### src/rtl/instr_fetch_unit.sv
// -----------------------------------------------------------------------------
// instr_fetch_unit
//
// Instruction fetch front end. Issues one word-aligned fetch at a time to
// instruction memory, captures the returned word into the instruction
// register and presents it, already split into MIPS fields, to the decode /
// control stage through a valid/ready handshake. Taken branches and jumps
// arrive as single-cycle redirects; any fetch that was in flight when the
// redirect arrived is discarded when its response returns.
//
// Ports
//   clk, rst_n          clock (rising edge) and asynchronous active-low reset
//   imem_req_valid/ready fetch request handshake to instruction memory
//   imem_addr           fetch address (always word aligned)
//   imem_rsp_valid/data response word, one pulse per accepted request
//   redirect_valid/pc   branch/jump target; low two address bits ignored
//   instr_valid/ready   decoded-instruction handshake to downstream
//   instr_op .. funct   R/I-type fields of the held instruction
//   instr_imm_sext      immediate field sign-extended to 32 bits
//   instr_pc(_plus4)    fetch address of the held instruction, and +4
//   fetch_count         instructions delivered (valid & ready), wrapping
// -----------------------------------------------------------------------------
module instr_fetch_unit #(
  parameter int unsigned       ADDR_W   = 32,
  parameter logic [ADDR_W-1:0] RESET_PC = '0
) (
  input  logic              clk,
  input  logic              rst_n,

  output logic              imem_req_valid,
  input  logic              imem_req_ready,
  output logic [ADDR_W-1:0] imem_addr,
  input  logic              imem_rsp_valid,
  input  logic [31:0]       imem_rsp_data,

  input  logic              redirect_valid,
  input  logic [ADDR_W-1:0] redirect_pc,

  output logic              instr_valid,
  input  logic              instr_ready,
  output logic [5:0]        instr_op,
  output logic [4:0]        instr_rs,
  output logic [4:0]        instr_rt,
  output logic [4:0]        instr_rd,
  output logic [4:0]        instr_shamt,
  output logic [5:0]        instr_funct,
  output logic [31:0]       instr_imm_sext,
  output logic [ADDR_W-1:0] instr_pc,
  output logic [ADDR_W-1:0] instr_pc_plus4,
  output logic [15:0]       fetch_count
);

  typedef enum logic [1:0] {
    ST_IDLE = 2'd0,  // one quiet cycle after reset
    ST_REQ  = 2'd1,  // request presented, waiting for memory to accept
    ST_WAIT = 2'd2,  // request accepted, waiting for the response word
    ST_HOLD = 2'd3   // instruction held for downstream
  } state_t;

  localparam logic [ADDR_W-1:0] PC_STEP    = ADDR_W'(4);
  localparam logic [ADDR_W-1:0] ALIGN_MASK = ~ADDR_W'(3);

  state_t            state;
  logic [ADDR_W-1:0] pc;
  logic [31:0]       ir;
  logic [ADDR_W-1:0] instr_pc_q;
  logic              drop;          // response of the in-flight fetch is stale
  logic              req_valid_q;
  logic              instr_valid_q;
  logic [15:0]       fetch_count_q;

  logic [ADDR_W-1:0] redirect_target;
  logic [ADDR_W-1:0] pc_seq;

  assign redirect_target = redirect_pc & ALIGN_MASK;
  assign pc_seq          = pc + PC_STEP;  // wraps modulo 2^ADDR_W

  // NOTE: every register below is assigned with <= so that all of them sample
  // the pre-edge values of each other; mixing in = here would make the result
  // depend on statement order inside the block.
  // NOTE: ir is a single datapath register, not an array, and the decoded
  // fields must read zero out of reset, so it is reset along with the control
  // state rather than left uninitialised.
  always_ff @(posedge clk or negedge rst_n) begin
    if (!rst_n) begin
      state         <= ST_IDLE;
      pc            <= RESET_PC;
      ir            <= '0;
      instr_pc_q    <= RESET_PC;
      drop          <= 1'b0;
      req_valid_q   <= 1'b0;
      instr_valid_q <= 1'b0;
      fetch_count_q <= '0;
    end else begin
      case (state)
        ST_IDLE: begin
          if (redirect_valid) pc <= redirect_target;
          state       <= ST_REQ;
          req_valid_q <= 1'b1;
        end

        ST_REQ: begin
          // pc drives imem_addr directly, so it only moves on a redirect and
          // the address is otherwise held while the request is not accepted.
          if (redirect_valid) pc <= redirect_target;
          if (imem_req_ready) begin
            state       <= ST_WAIT;
            req_valid_q <= 1'b0;
            // A redirect coinciding with acceptance leaves an old-pc fetch
            // in flight whose word must be thrown away.
            drop        <= redirect_valid;
          end
        end

        ST_WAIT: begin
          if (imem_rsp_valid) begin
            if (drop || redirect_valid) begin
              if (redirect_valid) pc <= redirect_target;
              drop        <= 1'b0;
              state       <= ST_REQ;
              req_valid_q <= 1'b1;
            end else begin
              ir            <= imem_rsp_data;
              instr_pc_q    <= pc;
              pc            <= pc_seq;
              instr_valid_q <= 1'b1;
              state         <= ST_HOLD;
            end
          end else if (redirect_valid) begin
            pc   <= redirect_target;
            drop <= 1'b1;
          end
        end

        ST_HOLD: begin
          if (redirect_valid) pc <= redirect_target;
          // A handshake in the redirect cycle still counts as delivered; a
          // redirect alone squashes the held instruction uncounted.
          if (instr_ready) fetch_count_q <= fetch_count_q + 16'd1;
          if (instr_ready || redirect_valid) begin
            instr_valid_q <= 1'b0;
            state         <= ST_REQ;
            req_valid_q   <= 1'b1;
          end
        end

        default: begin
          state       <= ST_IDLE;
          req_valid_q <= 1'b0;
        end
      endcase
    end
  end

  assign imem_req_valid = req_valid_q;
  assign imem_addr      = pc;

  assign instr_valid    = instr_valid_q;
  assign instr_op       = ir[31:26];
  assign instr_rs       = ir[25:21];
  assign instr_rt       = ir[20:16];
  assign instr_rd       = ir[15:11];
  assign instr_shamt    = ir[10:6];
  assign instr_funct    = ir[5:0];
  assign instr_imm_sext = {{16{ir[15]}}, ir[15:0]};
  assign instr_pc       = instr_pc_q;
  assign instr_pc_plus4 = instr_pc_q + PC_STEP;
  assign fetch_count    = fetch_count_q;

endmodule

### config.mk
export PLATFORM = sky130hd
export DESIGN_NAME = instr_fetch_unit
export DESIGN_NICKNAME = d
export VERILOG_FILES = /design/src/rtl/instr_fetch_unit.sv
export SDC_FILE = /design/constraint.sdc
export NUM_CORES = 1
export LEC_CHECK = 0
export ABC_AREA = 1
export CAP_MARGIN = 20
export CORE_MARGIN = 4
export CORE_UTILIZATION = 30
export CTS_CLUSTER_SIZE = 14
export DETAILED_ROUTE_END_ITERATION = 6
export SYNTH_ARGS = -nofsm -noshare
export SYNTH_HDL_FRONTEND = slang
export SYNTH_SLANG_ARGS = --single-unit
export TNS_END_PERCENT = 1
### constraint.sdc
create_clock -name clk -period 2.3 [get_ports clk]
set_clock_uncertainty 0.15 [all_clocks]
set_input_delay 0.575 -clock clk [delete_from_list [all_inputs] [get_ports clk]]
set_output_delay 0.575 -clock clk [all_outputs]
set_load 0.02 [all_outputs]
==> metrics.md, run 1 <==
| Metric | Value |
|---|---|
| Critical Path End Type | primary output |
| Crit-path max FO | 4 |
| Setup TNS | -3850 ps |
| Clock-pin slew of the registers on the worst-case setup and hold paths | 50 ps |
| Wirelength, routed | 23100 um |
| Critical Path RT | 1570 ps |
| Wire length per cell | 15.7 um |
| CTS Hold Bufs | 0 |
| Core Region | 22700 um^2 |
| Ports | 248 |
| Vias/cell | 4.58 |
| Vias in the first global route | 6496 |
| PwrDens | 1090 nW/um^2 |
| Leakage power | 0.00542 uW |
| Nets | 1252 |
| Final period utilization | 109% |
| Multi-input gate area | 3530 um^2 |
| Via Count | 6731 |
| Detailed Routing Iterations Pass 1 | 6 |
| Initial antenna violation count | 0 |
| Clk buf depth | 2 |
| Starting DRT DRC Count | 309 |
| Die X | 160 um |
| Synth-to-layout area growth | 58.8% |
| Slew headroom | 63.7% |
| Die height | 160 um |
| R2R depth | 9 |
| Setup crit start kind | flip-flop |
| Fraction of registers with async set/reset | 100% |
| Core Util, Final | 48.5% |
| Clk_lat worst skew | 410 ps |
| Drt drc | 0 |
| Syn_area_per_cell | 8.08 um^2 |
| Unrepaired setup endpoints after global routing | yes |
| Final worst slack | -216 ps |
| CTS tree | done |
| Net count after synthesis | 937 |
| DP HPWL | 18100 um |
| Worst-margin pin slew | 544 ps |
| Failing checks | negative hold slack, negative setup slack |
| CTS Buf Count | 17 |
| Placed Instance Area | 10200 um^2 |
| MaxCap Viol Count | 0 |
| Peak VDD IR | 0.419 mV |
| Gate count of the mapped netlist | 859 |
| Fillers | 2216 |
| Top_reg_cell synth | dfrtp_1 |
| Synth Register Bits | 117 |
| FF-to-FF setup slack | 290 ps |
| Register Area | 2940 um^2 |
| Input/output buffers | 245 |
| # H-tree levels | 4 |
| Worst setup path category | flip-flop to primary output |
| GR Overflow Total | 0 |
| Die Area | 25600 um^2 |
| Post-synthesis sequential area ratio | 42.2% |
| Initial core utilization | 30.6% |
| Fmax | 0.398 GHz |
| Arr. time, crit path | 1790 ps |
| Cell area after layout | 11000 um^2 |
| Root buffer cell | clkbuf_16 |
| End of the critical path | instr_pc_plus4[23] |
| Antenna-violating nets left | 0 |
| Fin. Hold Viols | 2 |
| GRT Total Usage | 17.7% |
| WHS | -4.48 ps |
| Max-slew violations | 0 |
| Largest net degree at the start of global routing | 44 |
| First-pass GRT wire length | 36200 um |
| Final Wtd Congestion | 0.832 |
| Ys Warns | 0 |
| Crit Reg-Reg Endpoint | instr_pc[3] |
| Num rows | 55 |
| EDFF count, synth | 0 |
| Reg-to-reg startpoint | state[0] |
| Layout cells sized above 1 | 24.0% |
| Crit path time final | 2520 ps |
| CP Launch Point | instr_pc[12] |
| # diodes | 0 |
| HP Class | input port to asynchronous set/reset pin |
| Final setup viols | 25 |
| Post-synthesis cell area | 6940 um^2 |
| Clock sink count | 117 |
| Synth unique cells | 37 |
| Status | finished with violations |
-- synthesized netlist by cell type, types with 5 or more instances --
master    instances  area [um^2]
buf_4            37          278
dfrtp_1         117         2930
o21ai_0          64          320
nand3_1          31          155
clkbuf_1          9         33.8
inv_1            84          315
a31oi_1           5         31.3
nand4_1          12         75.1
xnor2_1           8         70.1
nand2_1         240          901
nor3_1           17         85.1
a21oi_1           7         35.0
o21ai_1           8         40.0
o211ai_1         14          105
nor2_1           89          334
ha_1              8          100
xor2_1           33          289
nor2_4            5         56.3
buf_6             6         67.6
mux2_4           32          480
-- layout make-up --
cell class                 instances  share of cell area, %
inverter                          86                   2.98
multi-input combinational        600                   32.0
tap                              285                   3.24
timing repair buffer             352                   30.2
sequential                       117                   26.7
clock inverter                    12                  0.750
clock buffer                      19                   4.11
-- flip-flops by register name, summed over array words and instances (netlist names) --
name and flops:
ir 32, instr_valid 1, imem_req_valid 1, imem_addr 32, state 2, instr_pc 32, drop 1, fetch_count 16
-- report_power, final --
group | switching (uW) | internal [uW] | total (uW)
registers | 648 | 2700 | 3350
clock network | 976 | 1420 | 2400
logic | 3210 | 3050 | 6260
total | 4830 | 7170 | 12000
-- critical path, cell delays in order, from the launching register on --
cell and delay, ps:
dfrtp_1 410, nand2_2 120, nor2_4 130, nand2_1 110, buf_4 150, nor2_1 90, nand2_1 60, xnor2_1 160
buf_4 170
-- cells by family (layout without fill, tap and decap cells) --
logic type / after synthesis / in the layout / synth area share (%)
adders and majority gates: 8 / 8 / 1.44
muxes: 32 / 32 / 6.93
buffers and inverters: 142 / 469 / 10.5
xor gates and xnor gates: 41 / 41 / 5.18
and+or+nand+nor: 412 / 412 / 25.2
AOI/OAI and AO/OA: 107 / 107 / 8.62
DFF: 117 / 117 / 42.2
-- metal layers --
metal | part of all wire (%) | GRT usage [%] | routed length (um)
met4 | 1.3 | 4.15 | 291
met5 | 0 | 0 | 0
met2 | 48 | 29.0 | 11100
met3 | 4.9 | 3.69 | 1120
met1 | 46 | 24.1 | 10500
-- repair_timing --
| item | 4_1_cts | 5_1_grt |
|---|---|---|
| resized for setup | 201 | 64 |
| setup buffers | 5 | 6 |
| pin swaps | 15 | 24 |
| hold endpoints to repair | 0 | 0 |
| endpoints found under the setup margin | 57 | 46 |
-- worst min-delay path by stage --
stage,startpoint,endpoint,slack (ps),cells after the start
after CTS,rst_n,ir[13],10,1
final,rst_n,ir[13],-4,1
after global routing,rst_n,ir[13],9,1
after global placement,instr_valid,instr_valid,330,2
after floorplan,rst_n,drop,130,0
after detailed placement,instr_valid,instr_valid,330,2
-- placed cells by master, fill, tap and decap left out, drive strengths merged --
cell / synthesis / routed
o211ai: 14 / 14
nand2: 244 / 244
nand3: 32 / 32
a21o: 1 / 1
o2111ai: 1 / 1
buf: 47 / 138
clkdlybuf4s50: 0 / 168
or2: 3 / 3
xnor2: 8 / 8
ha: 8 / 8
a21oi: 7 / 7
dlymetal6s2s: 0 / 19
clkinvlp: 0 / 6
dfrtp: 117 / 117
mux2: 32 / 32
xor2: 33 / 33
nor3: 18 / 18
clkbuf: 9 / 19
and2: 3 / 3
nor2: 98 / 98
clkinv: 1 / 6
o22ai: 2 / 2
inv: 85 / 86
o21bai: 1 / 1
dlygate4sd2: 0 / 27
o31ai: 1 / 1
nand4: 12 / 12
o21ai: 72 / 72
nand3b: 2 / 2
a211oi: 3 / 3
a31oi: 5 / 5
-- per-stage QoR --
stage	total power [uW]	setup slack, ps	cells
finish	12000	-216	1471
global route	12700	-326	1471
CTS	12000	-268	1465
detailed placement	9640	-377	1429
global placement	9590	-360	1429
floorplan	6490	23.3	859
(Power assumes the default switching activity.)
==> run 2: changes to the inputs <==
Settings changed: SLEW_MARGIN set to 20.
==> results of run 2 <==
Same layout as run 1: the final DEF is identical, and so are final timing and power.
==> RTL edit 1 (settings of run 2) <==
`ADDR_W`: 32 -> 64.
--- a/src/rtl/instr_fetch_unit.sv
+++ b/src/rtl/instr_fetch_unit.sv
@@ -21,7 +21,7 @@
 //   fetch_count         instructions delivered (valid & ready), wrapping
 // -----------------------------------------------------------------------------
 module instr_fetch_unit #(
-  parameter int unsigned       ADDR_W   = 32,
+  parameter int unsigned       ADDR_W   = 64,
   parameter logic [ADDR_W-1:0] RESET_PC = '0
 ) (
   input  logic              clk,
Interface: changed (resized imem_addr, instr_pc, instr_pc_plus4 and redirect_pc); port bits go from 248 to 376. No check against the original RTL was run, so the function may have changed too.
==> RTL edit 1 against run 2 <==
The flow finishes with violations (setup timing); sequential cell count increased by 64; first-iteration DRC count increased by 140%; setup slack got worse by 0.33 ns; routed wire length increased by 130%; synthesized area increased by 70%; critical path depth increased by 1; total power increased by 66%; combinational power increased by 82%; cell area increased by 69%; register-to-register slack got worse by 0.10 ns; final cell count increased by 86%; critical path type unchanged; highest routed layer is now met5.
==> RTL edit 1: results (changes against run 2) <==
* number of buffers inserted during clock tree synthesis: 17, unchanged
* LEAKAGE: 8.712 nW, +61%
* total inserted antenna cells: 0, unchanged
* global-route wire length before repair: 77690 um, +110%
* count of different cell masters after synthesis: 41, +11%
* final total negative setup slack: -24.66 ns, -20.81 ns
* synthesized netlist net count: 1740, +86%
* highest net fanout along the worst path: 4, unchanged
* maximum level of the CTS H-tree: 4, unchanged
* number of antenna violations at the first check in global routing: 4, +4
* worst min-delay path class: flip-flop to flip-flop
* maximum vdd drop: 0.0006354 V, +52%
* GR Util All Layers: 24.08%, +6.4 points
* critical path's largest stage delay: 0.39 ns, -0.02 ns
* synthesized instance count: 1630, +90%
* most frequent cells after synthesis: 485 x sky130_fd_sc_hd__nand2_1, 202 x sky130_fd_sc_hd__nor2_1, 181 x sky130_fd_sc_hd__dfrtp_1
* status: complete, but fails checks
* total net switching power: 8.896 mW, +84%
* clock insertion delay at the later pin of the skew report: 0.45 ns, +0.04 ns
* per-cell routed wire length: 19.04 um, +22%
* async set-reset flop share out of synthesis: 100.0%, unchanged
* CTS clock-pin slew for the worst setup and hold paths: 0.07 ns, +0.02 ns
* sequential element share of the synthesized area: 38.51%, -3.7 points
* critical path arrival: 2.12 ns, +0.33 ns
* total via count after detailed routing: 12.89k, +92%
* quantity of I/O buffers inserted on ports: 373, +52%
* Net count, final: 2321, +85%
* final weighted congestion in routability-driven placement: 0.9760, +17%
* transition time at the pin with the least slew margin: 0.4196 ns, -0.1244 ns
* vias per cell: 4.702, +2.8%
* growth of design area from synthesis to finish: 58.60%
* number of DRC markers after the initial detailed-route iteration: 752, +140%
* count of placed standard cells including taps: 2683, +88%
* total setup violations reported at the end of the flow: 59, +140%
* fillers: 3969, +79%
* final worst-path setup slack: -0.5436 ns, -0.3281 ns
* Area contributors post-synth: sky130_fd_sc_hd__dfrtp_1 39%, sky130_fd_sc_hd__nand2_1 15%, sky130_fd_sc_hd__nor2_1 6.4%, sky130_fd_sc_hd__xor2_1 5.6%, sky130_fd_sc_hd__inv_1 4.9%
* violations in the final reports: setup timing
* instance area after placement: 17680 um^2, +73%
* HPWL after detailed placement: 43380 um, +140%
* share of layout cells above drive strength 1: 24.24%, +0.21 points
* Root Driver: sky130_fd_sc_hd__clkbuf_16
* count of warnings emitted by yosys: 0, unchanged
* Top Family by Delay on Critical Path: simple AND/OR/NAND/NOR gates
* worst slack after detailed placement: -0.6919 ns, -0.3153 ns
* maximum number of pins on one net before global-route repair: 61, +39%
-- RTL edit 1: changes by cell type in the layout (fill, tap and decap cells not counted), sizes merged, moves of 16 or more --
cell,change
nand4,+16
inv,+77
xnor2,+17
xor2,+42
dlygate4sd2,+69
nand2,+255
buf,+187
nand3,+53
dlymetal6s2s,-19
dfrtp,+64
nor2,+129
clkdlybuf4s50,+41
o21ai,+80
-- RTL edit 1: final timing paths --
path / start / end / slack, ns / depth (start not counted)
worst max-delay path: instr_pc[39] / instr_pc_plus4[56] / -0.54 / 9
min in group asynchronous: rst_n / imem_addr[34] / 0.43 / 2
max in group asynchronous: rst_n / instr_pc[63] / 0.89 / 3
worst min-delay path: fetch_count[15] / fetch_count[15] / 0.32 / 1
worst max register to register: imem_addr[14] / imem_addr[37] / 0.19 / 9
worst min register to register: fetch_count[15] / fetch_count[15] / 0.32 / 1
-- RTL edit 1: per-layer routing --
metal  track usage [%]  part of all wire, %
met5                 0                0.075
met4             6.535                  2.6
met2             40.68                   47
met1             31.50                   44
met3             4.864                  6.3
-- RTL edit 1: kinds of logic after synthesis --
group                      share of synthesized area, %
AOI/OAI and AO/OA                                 8.786
xor gates and xnor gates                          7.446
muxes                                             3.255
buffers and inverters                             8.786
DFF                                               38.51
adders and majority gates                        0.8510
and+or+nand+nor                                   32.37
-- RTL edit 1: worst register-to-register path, stage by stage, from the launching register on --
cell and delay [ns]:
sky130_fd_sc_hd__dfrtp_1 0.46, sky130_fd_sc_hd__nand2_1 0.17, sky130_fd_sc_hd__nor2_1 0.24, sky130_fd_sc_hd__nand2_1 0.17, sky130_fd_sc_hd__nor2_8 0.24, sky130_fd_sc_hd__nand2_2 0.17, sky130_fd_sc_hd__inv_2 0.12, sky130_fd_sc_hd__nand3_1 0.07
sky130_fd_sc_hd__nand3_1 0.11, sky130_fd_sc_hd__o21ai_0 0.08
-- RTL edit 1: final cells by class --
class	instances	share of cell area, %
multi-input combinational	1213	35.64
timing repair buffer	641	30.15
clock inverter	14	0.8920
inverter	157	3.159
clock buffer	18	2.300
sequential	181	24.38
tap	518	3.474
-- RTL edit 1: power by group through the flow --
stage | registers [mW] | clock network (mW) | logic, mW
floorplan | 6.72 | 0 | 3.94
global placement | 5.43 | 0 | 11.7
detailed placement | 5.47 | 0 | 11.7
CTS | 5.43 | 3.14 | 11.2
global route | 5.62 | 3.28 | 12.2
finish | 5.45 | 3.05 | 11.4
-- RTL edit 1: repair_timing --
action | CTS | global route
gates resized for setup | 454 | 65
hold buffers | 1 | 0
pin swaps | 24 | 23
setup buffers | 9 | 17
setup endpoints to repair | 160 | 90
hold endpoints to repair | 24 | 0
==> RTL edit 2 (flow settings as in run 2) <==
Made on the original files. Register the output `fetch_count` once more, cleared by the reset; this adds one clock of latency there. The other outputs are not delayed to match.
--- a/src/rtl/instr_fetch_unit.sv
+++ b/src/rtl/instr_fetch_unit.sv
@@ -165,7 +165,13 @@
   assign instr_imm_sext = {{16{ir[15]}}, ir[15:0]};
   assign instr_pc       = instr_pc_q;
   assign instr_pc_plus4 = instr_pc_q + PC_STEP;
-  assign fetch_count    = fetch_count_q;
+  always_ff @(posedge clk or negedge rst_n) begin
+    if (!rst_n) begin
+      fetch_count <= '0;
+    end else begin
+      fetch_count <= fetch_count_q;
+    end
+  end
 
 endmodule
 
Check against the original RTL: no difference found for any inputs over 4 cycles, from zero or initial values and one cycle with rst_n low; that may be too few to reach the edited logic, so the function may still have changed.
==> RTL edit 2 against run 2 <==
The run ends with setup timing left; final cell count increased by 4.4%; core utilization fell by 1.2 points; count of clock-buffer cells in the layout down 2; routed wire length up 2.4%; sequential share of layout area rose by 2.2 points; cell area is 4.7% higher; setup slack got worse by 0.044 ns; sequential cell count rose by 16; synthesized area up 7.6%; hold slack improved by 0.27 ns; sequential power is 9.0% higher; register-to-register slack better by 0.03 ns; total power increased by 3.1%; critical path type unchanged; highest routed layer unchanged.
==> RTL edit 2: results (changes against run 2) <==
* GR Util All Layers: 17.03%, -0.65 points
* worst min-delay path class: flip-flop to flip-flop
* synthesized netlist net count: 969, +3.4%
* combinational gate power: 5.96 mW, -4.8%
* Detailed Routing Iterations Pass 1: 5, -1
* number of DRC markers after the initial detailed-route iteration: 425, +38%
* sequential element share of the synthesized area: 44.56%, +2.4 points
* cell area after technology mapping: 7468 um^2, +7.6%
* highest net fanout along the worst path: 5, +1
* vias per cell: 4.433, -3.1%
* maximum vdd drop: 0.0005118 V, +22%
* Resized Gates After CTS: 216, +7.5%
* status: complete, but fails checks
* final weighted congestion in routability-driven placement: 0.8545, +2.7%
* Setup Fix Bufs, Post-CTS: 3, -2
* number of hold-repair buffers added at the cts stage: 1, +1
* violations in the final reports: setup timing
* critical path arrival: 1.83 ns, +0.04 ns
* final total negative setup slack: -3.930 ns, -0.07583 ns
* LEAKAGE: 5.658 nW, +4.4%
* global-route wire length before repair: 37760 um, +4.4%
* number of antenna violations at the first check in global routing: 1, +1
* maximum number of pins on one net before global-route repair: 54, +23%
* CTS clock-pin slew for the worst setup and hold paths: 0.07 ns, +0.02 ns
* share of total power consumed by net switching: 40.67%, +0.41 points
* Top Family by Delay on Critical Path: buffers and inverters
* power in the clock group: 2.76 mW, +15%
* total setup violations reported at the end of the flow: 25, unchanged
* final worst-path setup slack: -0.2592 ns, -0.04367 ns
* share of layout cells above drive strength 1: 22.79%, -1.2 points
* total net switching power: 5.032 mW, +4.1%
* growth of design area from synthesis to finish: 54.40%
-- RTL edit 2: kinds of logic (layout without fill, tap and decap cells) --
family | after synthesis | count (layout) | share of synthesized area, %
AND/OR/NAND/NOR | 430 | 430 | 25.23
buffers and inverters | 140 | 460 | 9.750
flip-flops | 133 | 133 | 44.56
AO/OA/AOI/OAI | 106 | 106 | 7.673
XOR/XNOR | 41 | 41 | 4.808
multiplexers | 33 | 33 | 6.634
adder cells (fa/ha/maj) | 8 | 8 | 1.340
other | 0 | 1 | 0
-- RTL edit 2: routing by layer --
layer,wire length [um],up-vias,GRT usage (%),part of all wire [%]
met5,0,-,0,0
met4,269,0,4.412,1.1
met3,1011,16,3.499,4.3
met2,11530,159,28.59,49
met1,10780,3193,22.55,46
li1,-,3441,-,-
-- RTL edit 2: through the flow --
stage               setup slack, ns  std cells  instance area (um^2)
global placement            -0.3966       1497                 10750
finish                      -0.2592       1536                 11530
detailed placement          -0.4321       1497                 10750
CTS                         -0.3348       1533                 11430
floorplan                  -0.02935        891                  7491
global route                -0.3791       1536                 11530
-- RTL edit 2: area by class of cell --
type	count	area (um^2)
multi-input cells	618	3618
well taps	324	405.4
flip-flops and latches	133	3336
repair buffers	345	3252
fillers	2390	12860
diodes	1	2.502
clock inverters	15	177.7
clock buffers	17	425.4
inverters	83	314.1
-- RTL edit 2: path summary, 6_finish.rpt --
| check | start | end | slack [ns] |
|---|---|---|---|
| setup / recovery | instr_pc[2] | instr_pc_plus4[11] | -0.26 |
| hold / removal | fetch_count_q[13] | fetch_count[13] | 0.26 |
| setup reg to reg | imem_addr[3] | imem_addr[24] | 0.32 |
| hold reg to reg | fetch_count_q[13] | fetch_count[13] | 0.26 |
| max in group asynchronous | rst_n | instr_pc[15] | 0.88 |
| min in group asynchronous | rst_n | imem_addr[31] | 0.54 |
